File: src/rtl/axis_uart_tx_arb.sv
// axis_uart_tx_arb
//   Packet-granular round-robin arbiter. It shares one AXI-Stream sink (the FIFO/UART TX path)
//   among NUM_REQ byte-stream sources. A grant is held for a whole packet, which ends at the
//   beat with last set, so packets from different sources never interleave.
//
//   Optional feature macro: ARB_TIMEOUT_EN. When it is defined, a grant whose owner stays
//   idle (valid low) for TIMEOUT consecutive cycles is revoked and err_timeout pulses.
//
// Ports
//   i_clk, i_rst     : clock and synchronous active-high reset
//   i_s_axis_data    : source data, source i at [i*WIDTH +: WIDTH]
//   i_s_axis_valid   : per-source valid
//   i_s_axis_last    : per-source end of packet
//   o_s_axis_ready   : per-source ready, at most one bit high
//   o_m_axis_data    : data to the TX sink
//   o_m_axis_valid   : valid to the TX sink
//   o_m_axis_last    : last to the TX sink
//   i_m_axis_ready   : ready from the TX sink
//   o_grant          : registered one-hot owner, zero when idle
//   o_busy           : high while a grant is held
//   o_err_timeout    : one-cycle pulse when a grant is revoked (tied low without the macro)
module axis_uart_tx_arb #(
   parameter int unsigned NUM_REQ = 4,
   parameter int unsigned WIDTH   = 8,
   parameter int unsigned TIMEOUT = 1024
) (
   input  logic                     i_clk,
   input  logic                     i_rst,
   input  logic [NUM_REQ*WIDTH-1:0] i_s_axis_data,
   input  logic [NUM_REQ-1:0]       i_s_axis_valid,
   input  logic [NUM_REQ-1:0]       i_s_axis_last,
   output logic [NUM_REQ-1:0]       o_s_axis_ready,
   output logic [WIDTH-1:0]         o_m_axis_data,
   output logic                     o_m_axis_valid,
   output logic                     o_m_axis_last,
   input  logic                     i_m_axis_ready,
   output logic [NUM_REQ-1:0]       o_grant,
   output logic                     o_busy,
   output logic                     o_err_timeout
);

   localparam int unsigned IdxW = (NUM_REQ > 1) ? $clog2(NUM_REQ) : 1;

   typedef enum logic {StIdle, StGrant} state_e;

   state_e             r_state, w_state_nxt;
   logic [NUM_REQ-1:0] r_grant, w_grant_nxt;
   logic [IdxW-1:0]    r_last_grant, w_last_grant_nxt;
   logic [IdxW-1:0]    w_owner, w_pick;
   logic               w_pick_vld;
   logic               w_own_valid, w_own_last;
   logic [WIDTH-1:0]   w_own_data;
   logic               w_pkt_end;
   logic               w_timeout;

   // Owner index and its stream signals, decoded from the one-hot grant.
   always_comb begin
      w_owner     = '0;
      w_own_valid = 1'b0;
      w_own_last  = 1'b0;
      w_own_data  = '0;
      for (int unsigned i = 0; i < NUM_REQ; i++) begin
         if (r_grant[i]) begin
            w_owner     = IdxW'(i);
            w_own_valid = i_s_axis_valid[i];
            w_own_last  = i_s_axis_last[i];
            w_own_data  = i_s_axis_data[i*WIDTH +: WIDTH];
         end
      end
   end

   // Round-robin search from last_grant+1. Walking from the farthest candidate back toward
   // last_grant+1 lets the nearest valid source overwrite the others.
   always_comb begin
      int unsigned v_idx;
      v_idx      = 0;
      w_pick     = '0;
      w_pick_vld = 1'b0;
      for (int k = NUM_REQ; k >= 1; k--) begin
         v_idx = (int'(r_last_grant) + k) % NUM_REQ;
         if (i_s_axis_valid[v_idx]) begin
            w_pick     = IdxW'(v_idx);
            w_pick_vld = 1'b1;
         end
      end
   end

   assign w_pkt_end = (r_state == StGrant) & w_own_valid & i_m_axis_ready & w_own_last;

   // State register
   always_ff @(posedge i_clk) begin
      if (i_rst) begin
         r_state      <= StIdle;
         r_grant      <= '0;
         r_last_grant <= IdxW'(NUM_REQ - 1);
      end else begin
         r_state      <= w_state_nxt;
         r_grant      <= w_grant_nxt;
         r_last_grant <= w_last_grant_nxt;
      end
   end

   // Next-state logic
   always_comb begin
      w_state_nxt      = r_state;
      w_grant_nxt      = r_grant;
      w_last_grant_nxt = r_last_grant;
      unique case (r_state)
         StIdle: begin
            if (w_pick_vld) begin
               w_state_nxt = StGrant;
               w_grant_nxt = NUM_REQ'(1) << w_pick;
            end
         end
         StGrant: begin
            if (w_pkt_end || w_timeout) begin
               w_state_nxt      = StIdle;
               w_grant_nxt      = '0;
               w_last_grant_nxt = w_owner;
            end
         end
         default: w_state_nxt = StIdle;
      endcase
   end

   // Outputs: the data path is combinational from the registered grant.
   always_comb begin
      o_s_axis_ready = '0;
      o_m_axis_data  = '0;
      o_m_axis_valid = 1'b0;
      o_m_axis_last  = 1'b0;
      if (r_state == StGrant) begin
         o_m_axis_data  = w_own_data;
         o_m_axis_valid = w_own_valid;
         o_m_axis_last  = w_own_last;
         o_s_axis_ready = r_grant & {NUM_REQ{i_m_axis_ready}};
      end
   end

   assign o_grant = r_grant;
   assign o_busy  = (r_state == StGrant);

`ifdef ARB_TIMEOUT_EN
   localparam int unsigned CntW = $clog2(TIMEOUT + 1);

   logic [CntW-1:0] r_stall_cnt;
   logic            r_err_timeout;

   // Revoke on the edge at which the idle-cycle count reaches TIMEOUT. Backpressure does not
   // count because the owner's valid is still high then.
   assign w_timeout = (r_state == StGrant) & ~w_own_valid &
                      (r_stall_cnt == CntW'(TIMEOUT - 1));

   always_ff @(posedge i_clk) begin
      if (i_rst) begin
         r_stall_cnt   <= '0;
         r_err_timeout <= 1'b0;
      end else begin
         r_err_timeout <= w_timeout;
         if ((r_state != StGrant) || w_own_valid) begin
            r_stall_cnt <= '0;
         end else if (r_stall_cnt != CntW'(TIMEOUT)) begin
            r_stall_cnt <= r_stall_cnt + CntW'(1);
         end
      end
   end

   assign o_err_timeout = r_err_timeout;
`else
   logic w_unused_timeout;
   assign w_unused_timeout = (TIMEOUT == 0);
   assign w_timeout        = 1'b0;
   assign o_err_timeout    = 1'b0;
`endif

endmodule

File: config.mk
export PLATFORM = sky130hd
export DESIGN_NAME = axis_uart_tx_arb
export DESIGN_NICKNAME = d
export VERILOG_FILES = /design/src/rtl/axis_uart_tx_arb.sv
export SDC_FILE = /design/constraint.sdc
export NUM_CORES = 1
export LEC_CHECK = 0
export ABC_AREA = 1
export CAP_MARGIN = 20
export CORE_MARGIN = 2
export CORE_UTILIZATION = 37
export CTS_CLUSTER_DIAMETER = 200
export DETAILED_ROUTE_END_ITERATION = 7
export PLACE_DENSITY = 0.93
export SLEW_MARGIN = 25
export SYNTH_ARGS = -nofsm -noshare
export SYNTH_HDL_FRONTEND = slang
export SYNTH_SLANG_ARGS = --single-unit
File: constraint.sdc
create_clock -name i_clk -period 2.16 [get_ports i_clk]
set_input_delay 0.324 -clock i_clk [delete_from_list [all_inputs] [get_ports i_clk]]
set_output_delay 0.324 -clock i_clk [all_outputs]
set_load 0.01 [all_outputs]
# Word-level counts from Yosys, hierarchy flattened
# Index checks and enable logic that the tools add are counted.
# classes
add_sub_neg	4
n_lt_le_gt_ge	4
n_eq_ne	2
shifts	1
mux	41
n_bitwise	5
reduce_logical	2
# op_table
cell	count
$mux W8	5
$mux W1	21
$lt A2 B3 Y1 const B	4
$mux W2	6
$mux W4	3
$bmux W1 S2	4
$pmux W4 S2	1
$add A2 B1 Y2 const B	2
$add A2 B2 Y2 const B	2
$and A4 B4 Y4	1
$reduce_and A2 Y1	2
$shl A1 B2 Y4 const A	1
$and A1 B1 Y1	3
$ne A2 B1 Y1 const B	1
$ne A2 B2 Y1 const B	1
$pmux W1 S2	1
$not A1 Y1	1
# word_totals
register_bits	7
inputBits	43
output_inout_bits	20
wordCells	62

# Logic depth before layout (Yosys ltp)
# Gate-level depths: netlist (run 1).
# logic_depth
depth_word	10
ltp_mapped	13
depth_no_buf	12

# Least setup slack after synthesis (run 1)
# Ideal clock, no wire load.
# synth_timing
kind	flip-flop to output port
from	register r_grant[2] (netlist: o_grant[2])
to	output o_m_axis_data[1]
arrival_time_ns	1.103
t_required_ns	1.836
setup_slack_ns	0.733
path_stages_with_launch	5
path_buffers	1
cell_sequence	dfxtp_1 inv_1 clkbuf_1 o21ai_0 o21ai_0
# synth_between
elab_chain_cells	3
# synth_lines
element	line_no	text
start: declaration	47	logic [NUM_REQ-1:0] r_grant, w_grant_nxt;
start signal: assignment	98	r_grant <= w_grant_nxt;
$mux W8 (2 in series)	63	if (r_grant[i]) begin
$mux W8	132	if (r_state == StGrant) begin
end: declaration	33	output logic [WIDTH-1:0] o_m_axis_data,
# No other way between the ends.

# Final worst setup path (run 1)
# layout_timing
from	register r_grant[2] (netlist: o_grant[2])
to	output o_s_axis_ready[2]
# layout_between
elab_chain_cells	2
# layout_lines
element	line_no	text
$and A4 B4 Y4	136	o_s_axis_ready = r_grant & {NUM_REQ{i_m_axis_ready}};
$mux W4	132	
end: declaration	32	output logic [NUM_REQ-1:0] o_s_axis_ready,
# No other way between the ends.

==> summary.md, run 1 <==
| Metric | Value |
|---|---|
| Run status | complete, no violations |
| Clk buf depth | 2 |
| Worst setup SP type | flip-flop |
| Via count | 1279 |
| Fin util | 71.3% |
| Worst R2R Setup Slack | approximately 0.65 ns |
| Worst EP arrival | approximately 1.6 ns |
| Post-route clock period utilization | 88.4% |
| R2R depth | 10 |
| Fin Clk Skew | 0.0142 ns |
| Kind of critical path | reg2out |
| Average size of a mapped cell | 5.76 sq um |
| Vias per Instance | 5.35 |
| Critical Path Start | o_grant[2] |
| Area leader, netlist | nand2_1 |
| Seq cells post-synth | 7 |
| Initial core utilization | 38.9% |
| First-pass GRT wire length | 4.86 mm |
| Hold Slack | 0.503 ns |
| Setup_tns | 0 ns |
| CTS sink cnt | 7 |
| Pin count of the biggest net entering global routing | 14 |
| Tot GR Track Use | about a quarter |
| Synth top area share | between 20% and 30% |
| Hold Path Stages | 2 |
| P_int | 0.000362 W |
| Die W | 52.0 um |
| Iteration-0 DRC Markers | 29 |
| Maximum VDD drop | 0.271 mV |
| Core area | 2190 sq um |
| Combinational share of power | about half |
| Place WS | 0.0223 ns |
| Pleak | 0.833 nW |
| Fillers | 158 |
| Crit path max fanout | 13 |
| Non-Filler Instances | between 200 and 250 |
| # diodes | 0 |
| DR WL/cell | 13.9 um |
| CP endpoint | o_s_axis_ready[2] |
| Seq pwr share | around a quarter |
| Post-synth cell types | 24 |
| CTS H-Tree Depth | 1 |
| Mapped Cells | 148 |
| Most common cell after layout, fill and taps aside | clkdlybuf4s50_1 |
| Synthesized area | 852 sq um |
| Register area share after synthesis | about 16% |
| Final hold vios | 0 |
| Critical Path RT | 1.84 ns |
| Area contributors post-synth | nand2_1 (22%), dfxtp_1 (16%), a22oi_1 (12%), a21oi_1 (5.9%), nand3_1 (5.9%) |
| Final setup vio count | 0 |
| Vias in the first global route | 1122 |
| Tmin final | 1.91 ns |
| Worst R2R Start | r_last_grant[0] |
| Die span in y | 52.0 um |
| DRC | 0 |
| TritonRoute pass-1 iters | 5 |
| Commonest non-fill, non-tap cells in the layout | clkdlybuf4s50_1 (51), nand2_1 (50), a22oi_1 (14) |
| Placed cell count | 233 |
| Clk_lat worst skew | approximately 0.28 ns |
| Max-slew violation count | 0 |
| Die ar. | 2700 sq um |
| Initial antenna violation count | 0 |
| Maxcap violations | 0 |
| DPL Wire Length | 2.39 mm |
| CTS buffer count | 3 |
| CP endpoint kind | primary output |
| Net switching power | 0.000206 W |
| Ports | 63 |
| Final WS setup | 0.251 ns |
| Clock root buffer | clkbuf_4 |
| RSZ-0062 raised after global routing | no |
| PortBufs | 61 |
| Routed Antenna Nets | 0 |
| Row cnt | 17 |
| Final layout net count | 255 |
| Hold buffer count at cts | 0 |
| Post-Syn Nets | approximately 190 |
| Clock Pin Slew Worst Setup and Hold Paths | ~0.07 ns |
| PwrDens | ~360 nW/um^2 |
| CTS tree | yes |
| Layout cell share with drive strength beyond 1 | 12.8% |
| Clock network power share | 23.5% |
| Area of the multi-input gates | approximately 600 sq um |
| Syn-to-layout area delta | 83.4% |
| Reg area | 148 sq um |
| Max frequency | 524 MHz |
| GPL Wtd Cong | ~0.84 |
| Sw Ratio | 36.3% |
| Routed Wire Length | around 3.3 mm |
| R2R Path End | o_grant[3] |
| Total gr overflow | 0 |
| Hold/Removal Path Class | reg2reg |
| Yosys Warn Count | 0 |
==> power groups by stage <==
| stage | clock network [W] | registers (W) | logic [W] |
|---|---|---|---|
| after global placement | 0 | 0.000150 | 0.000262 |
| after CTS | 0.000136 | 0.000149 | 0.000284 |
| after global routing | 0.000140 | 0.000151 | 0.000310 |
| after floorplan | 0 | 0.000150 | 0.000123 |
| after detailed placement | 0 | 0.000151 | 0.000268 |
| final | 0.000134 | 0.000150 | 0.000284 |
==> cells in the mapped netlist, drive strengths merged <==
library cell	n
conb	1
nor2	10
nand3	10
inv	18
clkbuf	1
a22oi	14
buf	4
o21ai	10
o211ai	2
dfxtp	7
a21oi	11
a221oi	1
nand4	2
nand2	53
nor3	4
==> area by class of cell <==
class	instances	area share, %
Timing Repair Buffer	63	42.4
Multi-Input combinational cell	119	39.3
Sequential cell	7	9.45
Inverter	18	4.80
Tap cell	28	2.24
Clock buffer	3	1.44
Clock inverter	1	0.320
==> routing by layer <==
metal  global-route usage, %  up-vias  routed length (um)
met1                    24.8      571                1260
met3                    8.05       11                 336
met4                    12.7        0                  87
met2                    42.2       70                1630
li1                        -      627                   -
met5                       0        -                   0
==> critical path, stage by stage, from the launching register on <==
cell and delay (ns):
dfxtp_2 0.43, inv_4 0.10, nor3_1 0.21, clkdlybuf4s50_1 0.57
==> registers in the layout, indices dropped and copies added, names as in the netlist <==
signal	cells
o_busy	1
r_last_grant	2
o_grant	4
==> logic make-up (layout without fill, tap and decap cells) <==
group	after synthesis	in the layout	synth area share, %
flops	7	7	16.4
compound gates	38	38	27.9
other cells	1	1	0.440
simple gates	79	80	41.8
buf+inv	23	85	13.4
==> per-stage QoR <==
stage                     total power (W)  cell area (sq um)
after global placement           0.000413               1460
after CTS                        0.000568               1530
final                            0.000568               1560
after global routing             0.000601               1560
after floorplan                  0.000273                852
after detailed placement         0.000418               1460
==> repair_timing <==
| item | CTS | global route |
|---|---|---|
| cloned | 1 | 0 |
| resized for setup | 6 | 13 |
| setup buffers | 1 | 0 |
| setup endpoints to repair | 10 | 10 |
| pin swaps | 2 | 0 |
==> how the worst min path moves through the flow <==
stage	from	endpoint	slack [ns]
after floorplan	i_rst	o_busy	0.39
after global placement	o_grant[0]	o_grant[0]	0.50
after detailed placement	o_grant[0]	o_grant[0]	0.51
after CTS	o_busy	o_busy	0.51
after global routing	o_busy	o_busy	0.52
final	o_busy	o_busy	0.50
No activity file was read; power rests on OpenSTA's default activity.
==> inputs of run 2 (changes only) <==
Settings changed: CELL_PAD_IN_SITES_DETAIL_PLACEMENT set to 0, CELL_PAD_IN_SITES_GLOBAL_PLACEMENT set to 1, CORE_UTILIZATION 37 to 40, DONT_BUFFER_PORTS set to 1, GPL_ROUTABILITY_DRIVEN set to 0, PLACE_DENSITY 0.93 to 0.88.
==> run 2 against run 1 <==
  * Global-route usage fell by 5.8 points
  * Final area fell by 44%
  * Sequential power barely moved
  * Critical path depth rose by 1
  * Die area fell by 6.9%
  * Largest power group is now sequential cells
  * Sequential share of layout area rose by 6.5 points
  * Critical endpoint is now o_m_axis_data[0]
==> summary.md, run 2 (synthesized netlist as in run 1, its figures left out) <==
| Metric | Value |
|---|---|
| Routed Wire Length | 2.42 mm (was 3.31 mm) |
| Fin Clk Skew | 0.00360 ns (was 0.0142 ns) |
| Post-cts resize count | 0 (was 6) |
| Critical Path Start | o_grant[3] (was o_grant[2]) |
| CP peak stage delay | 0.57 ns (about the same) |
| Worst R2R Start | o_grant[2] (was r_last_grant[0]) |
| Final hold vios | 0 (unchanged) |
| Crit-path most repeated cell | nand2_1 |
| Via count | 989 (was 1279) |
| Pin count of the biggest net entering global routing | 14 (unchanged) |
| Hold Crit Start | i_rst (was o_busy) |
| Iteration-0 DRC Markers | 31 (was 29) |
| PortBufs | 0 (was 61) |
| Routed Antenna Nets | 0 (unchanged) |
| Ports | 63 (unchanged) |
| CTS H-Tree Depth | 1 (unchanged) |
| RSZ-0062 raised after global routing | no (unchanged) |
| Crit path cell chain | nand2_1, inv_2, nand2_1, a22oi_1 (was inv_4, nor3_1, clkdlybuf4s50_1) |
| Clk buf depth | 2 (unchanged) |
| DPL Wire Length | 1.88 mm (was 2.39 mm) |
| Placed cell areas | 852 sq um (was 1460 sq um) |
| # diodes | 0 (unchanged) |
| Worst EP arrival | 1.53 ns (was 1.58 ns) |
| Clk_lat worst skew | 0.25 ns (was 0.28 ns) |
| Core area | 1980 sq um (was 2190 sq um) |
| PwrDens | 473 nW/um^2 (was 363 nW/um^2) |
| Layout cell share with drive strength beyond 1 | 12.8% (about the same) |
| Run status | complete, no violations (unchanged) |
| R2R depth | 8 (was 10) |
| DRC | 0 (unchanged) |
| Tot GR Track Use | 18.2% (was 24.0%) |
| Crit-path slowest cell | dfxtp_1 (was clkdlybuf4s50_1) |
| First-pass GRT wire length | 3.67 mm (was 4.86 mm) |
| Post-route clock period utilization | 85.9% (was 88.4%) |
| Die ar. | 2520 sq um (was 2700 sq um) |
| Row cnt | 16 (was 17) |
| Pwr Total | 0.000415 W (was 0.000568 W) |
| CTS buffer count | 3 (unchanged) |
| DR WL/cell | 13.8 um (was 13.9 um) |
| Post-CTS Setup Bufs | 0 (was 1) |
| Fin area | 878 sq um (was 1560 sq um) |
| Vias in the first global route | 867 (was 1122) |
| CP endpoint kind | primary output (unchanged) |
| Most common cell after layout, fill and taps aside | nand2_1 (was clkdlybuf4s50_1) |
| Initial core utilization | 43.0% (was 38.9%) |
| Final setup vio count | 0 (unchanged) |
| Hold/Removal Path Class | in2reg (was reg2reg) |
| Hold buffer count at cts | 0 (unchanged) |
| Die span in y | 50.2 um (was 52.0 um) |
| Pleak | 0.411 nW (was 0.833 nW) |
| Worst setup SP type | flip-flop (unchanged) |
| Kind of critical path | reg2out (unchanged) |
| Clock root buffer | clkbuf_4 (unchanged) |
| Final layout net count | 192 (was 255) |
| WP depth | 4 (was 3) |
| Clock Pin Slew Worst Setup and Hold Paths | 0.06 ns (was 0.07 ns) |
| Max reg flops | 4 (unchanged) |
| Max-slew violation count | 0 (unchanged) |
| Crit path max fanout | 9 (was 13) |
| Die W | 50.2 um (was 52.0 um) |
| CTS sink cnt | 7 (unchanged) |
| CP delay by family, top | flip-flops (was buffers and inverters) |
| Maxcap violations | 0 (unchanged) |
| Syn-to-layout area delta | 3.08% (was 83.4%) |
| CP endpoint | o_m_axis_data[0] (was o_s_axis_ready[2]) |
| Worst R2R Setup Slack | 0.59 ns (was 0.65 ns) |
| R2R Path End | r_last_grant[0] (was o_grant[3]) |
| Maximum VDD drop | 0.417 mV (was 0.271 mV) |
| Tmin final | 1.85 ns (was 1.91 ns) |
| Setup_tns | 0 ns (unchanged) |
| Critical Path RT | 1.84 ns (about the same) |
| CP bufs+invs | 1 (was 2) |
| Max frequency | 539 MHz (was 524 MHz) |
| CTS tree | yes (unchanged) |
| Fin util | 44.3% (was 71.3%) |
| Initial antenna violation count | 0 (unchanged) |
| Commonest non-fill, non-tap cells in the layout | nand2_1 (50), a22oi_1 (14), inv_1 (11) (was clkdlybuf4s50_1 (51), nand2_1 (50), a22oi_1 (14)) |
| Vias per Instance | 5.65 (was 5.35) |
| TritonRoute pass-1 iters | 4 (was 5) |
| Total gr overflow | 0 (unchanged) |
## run 2: changes by cell type in the layout (fill, tap and decap cells not counted), moves of 2 or more
cell,previous run,this run
nor2_4,4,2
dfxtp_1,3,7
clkdlybuf4s50_1,51,0
dfxtp_2,3,0
dlymetal6s2s_1,10,0
## run 2: metrics by stage
stage,worst slack (ns),instances,hold WS [ns]
after floorplan,0.733,148,0.393
after global placement,0.591,171,0.395
after detailed placement,0.586,171,0.397
after CTS,0.318,175,0.136
after global routing,0.147,175,0.129
final,0.305,175,0.134
## run 2: power breakdown
group | switching (W) | leakage [nW] | total (W) | internal, W
Sequential | 0.0000156 | 0.0573 | 0.000152 | 0.000137
Clock | 0.0000504 | 0.0150 | 0.000121 | 0.0000706
Combinational | 0.0000955 | 0.338 | 0.000142 | 0.0000462
Total | 0.000162 | 0.411 | 0.000415 | 0.000254
## run 2: area by class of cell
| cell class | instances | area, sq um |
|---|---|---|
| fillers | 221 | 1100 |
| multi-input cells | 118 | 598 |
| flip-flops and latches | 7 | 140 |
| inverters | 18 | 72.6 |
| well taps | 27 | 33.8 |
| clock buffers | 4 | 26.3 |
| repair buffers | 1 | 7.51 |
## run 2: worst reg2reg max path, delay by kind of cell, from the launching register on
family                 cells  cell delay, ns
buffers and inverters      1            0.32
DFF                        1            0.38
AOI/OAI and AO/OA          3            0.36
and+or+nand+nor            4            0.41
## run 2: worst min-delay path by stage
stage	end	slack [ns]	cells past startpoint
after floorplan	o_busy	0.39	1
after global placement	o_busy	0.39	1
after detailed placement	o_busy	0.40	1
after CTS	o_busy	0.14	1
after global routing	o_grant[2]	0.13	1
final	o_busy	0.13	1
## run 2: layer usage
layer | up-vias | wire length [um] | global-route usage (%)
li1 | 494 | - | -
met1 | 444 | 983 | 20.1
met2 | 51 | 1200 | 34.2
met3 | 0 | 234 | 5.36
met4 | 0 | 0 | 3.24
met5 | - | 0 | 0
==> inputs of run 3 (changes only) <==
Settings changed: CORE_MARGIN 2 to not set, CORE_UTILIZATION 40 to 43, CTS_BUF_LIST set to sky130_fd_sc_hd__clkbuf_4, PLACE_DENSITY 0.88 to 0.93.
==> run 3 against run 2 <==
  * Combinational power decreased by 4%
  * First-iteration DRC count up 16%
  * Routed wire length fell by 5.6%
  * Global-route usage rose by 1.3 points
  * Total power up 1.6%
  * Cell count fell by 1.7%
  * Critical path depth shrank 1
  * Clock power is 8% higher
  * Register-to-register slack worse by 0.11 ns
  * Sequential share of layout area is 0.11 points higher
  * Fmax fell by 2.5%
  * Largest power group unchanged
==> summary.md, run 3 (synthesized netlist as in run 1, its figures left out) <==
| Metric | Value |
|---|---|
| Clock Pin Slew Worst Setup and Hold Paths | 0.05 ns (was 0.06 ns) |
| CTS tree | yes (unchanged) |
| Core area | 1780 sq um (was 1980 sq um) |
| Clk buf depth | 2 (unchanged) |
| DRC | 0 (unchanged) |
| Routed Antenna Nets | 0 (unchanged) |
| Routed Wire Length | 2.28 mm (was 2.42 mm) |
| WP depth | 3 (was 4) |
| Final layout net count | 191 (was 192) |
| Syn-to-layout area delta | 2.35% (was 3.08%) |
| Clock root buffer | clkbuf_4 (unchanged) |
| CTS H-Tree Depth | 1 (unchanged) |
| Maxcap violations | 0 (unchanged) |
| Crit path cell chain | nor2_4, a221oi_1, o21ai_0 (was nand2_1, inv_2, nand2_1, a22oi_1) |
| Clk_lat worst skew | 0.25 ns (about the same) |
| Fin util | 48.9% (was 44.3%) |
| Layout cell share with drive strength beyond 1 | 12.9% (was 12.8%) |
| Final setup vio count | 0 (unchanged) |
| First-pass GRT wire length | 3.04 mm (was 3.67 mm) |
| Hold Path Stages | 1 (unchanged) |
| DR WL/cell | 13.3 um (was 13.8 um) |
| Max-slew headroom | 58.5% |
| Worst setup SP type | flip-flop (unchanged) |
| Ports | 63 (unchanged) |
| CTS sink cnt | 7 (unchanged) |
| Max reg flops | 4 (unchanged) |
| Post-route clock period utilization | 88.0% (was 85.9%) |
| Post-CTS Setup Bufs | 0 (unchanged) |
| Run status | complete, no violations (unchanged) |
| Pwr Total | 0.000422 W (was 0.000415 W) |
| Setup_tns | 0 ns (unchanged) |
| PwrDens | 484 nW/um^2 (was 473 nW/um^2) |
| Slew @ Worst Pin | 0.622 ns |
| Kind of critical path | reg2out (unchanged) |
| CTS buffer count | 3 (unchanged) |
| # diodes | 0 (unchanged) |
| Pin count of the biggest net entering global routing | 15 (was 14) |
| DPL Wire Length | 1.82 mm (was 1.88 mm) |
| R2R depth | 8 (unchanged) |
| Tmin final | 1.90 ns (was 1.85 ns) |
| Pleak | 0.409 nW (was 0.411 nW) |
| CP delay by family, top | flip-flops (unchanged) |
| Critical Path RT | 1.84 ns (about the same) |
| Initial core utilization | 47.8% (was 43.0%) |
| Hold/Removal Path Class | in2reg (unchanged) |
| Iteration-0 DRC Markers | 36 (was 31) |
| Crit path max fanout | 14 (was 9) |
| Tot GR Track Use | 19.5% (was 18.2%) |
| Max frequency | 526 MHz (was 539 MHz) |
| RSZ-0062 raised after global routing | no (unchanged) |
| Row cnt | 15 (was 16) |
| Max-slew violation count | 0 (unchanged) |
| Commonest non-fill, non-tap cells in the layout | nand2_1 (50), a22oi_1 (14), inv_1 (11) (unchanged) |
| Initial antenna violation count | 0 (unchanged) |
| CP endpoint kind | primary output (unchanged) |
| Worst EP arrival | 1.58 ns (was 1.53 ns) |
| CP bufs+invs | 0 (was 1) |
| Final hold vios | 0 (unchanged) |
| Die span in y | 46.5 um (was 50.2 um) |
| Maximum VDD drop | 0.404 mV (was 0.417 mV) |
| Fin Clk Skew | 0.00546 ns (was 0.00360 ns) |
| Die W | 46.5 um (was 50.2 um) |
| TritonRoute pass-1 iters | 4 (unchanged) |
| Most common cell after layout, fill and taps aside | nand2_1 (unchanged) |
| Total gr overflow | 0 (unchanged) |
| Vias per Instance | 5.85 (was 5.65) |
| Post-cts resize count | 0 (unchanged) |
| PortBufs | 0 (unchanged) |
| CP peak stage delay | 0.71 ns (was 0.57 ns) |
| Die ar. | 2160 sq um (was 2520 sq um) |
| Vias in the first global route | 706 (was 867) |
| Crit-path slowest cell | dfxtp_1 (unchanged) |
| Hold buffer count at cts | 0 (unchanged) |
| Via count | 1007 (was 989) |
[run 3: cell count changes in the layout (fill, tap and decap cells not counted)]
cell	change
clkbuf_1	-1
buf_4	-1
clkbuf_4	+1
[run 3: cell type report]
type | count | area [sq um]
Fill cell | 194 | 911
Inverter | 18 | 72.6
Tap cell | 25 | 31.3
Sequential cell | 7 | 140
Multi-Input combinational cell | 118 | 598
Clock buffer | 4 | 30.0
[run 3: stage by stage]
stage / hold WS (ns) / instance area, sq um / cells / setup WS [ns]
after floorplan: 0.393 / 852 / 148 / 0.733
after detailed placement: 0.396 / 842 / 168 / 0.517
after global routing: 0.115 / 872 / 172 / 0.147
after CTS: 0.128 / 872 / 172 / 0.274
final: 0.133 / 872 / 172 / 0.258
after global placement: 0.395 / 842 / 168 / 0.551
[run 3: per-layer routing]
layer  part of all wire [%]  GRT usage (%)  vias up
met5                      0              0        -
met4                   0.66           5.29        0
met3                    9.4           5.10        2
met2                     50           34.4       56
met1                     40           22.7      452
li1                       -              -      497
[run 3: path summary, 6_finish.rpt]
check                          end  slack [ns]        from
setup reg to reg        o_grant[1]        0.48  o_grant[1]
hold reg to reg         o_grant[0]        0.54  o_grant[0]
setup / recovery  o_m_axis_data[1]        0.26  o_grant[1]
hold / removal          o_grant[1]        0.13       i_rst
[run 3: worst register-to-register path, cell delays in order (launching register included)]
cell      delay (ns)
dfxtp_1         0.71
nor2_4          0.16
nand2_1         0.10
o211ai_1        0.08
nand2_1         0.12
nand2_4         0.08
nand2_4         0.11
nand3_1         0.07
a21oi_1         0.16
[run 3: where the power goes]
| part | internal (W) | leakage [nW] | switching, W |
|---|---|---|---|
| Combinational | 0.0000445 | 0.333 | 0.0000910 |
| Clock | 0.0000830 | 0.0184 | 0.0000482 |
| Sequential | 0.000137 | 0.0573 | 0.0000184 |
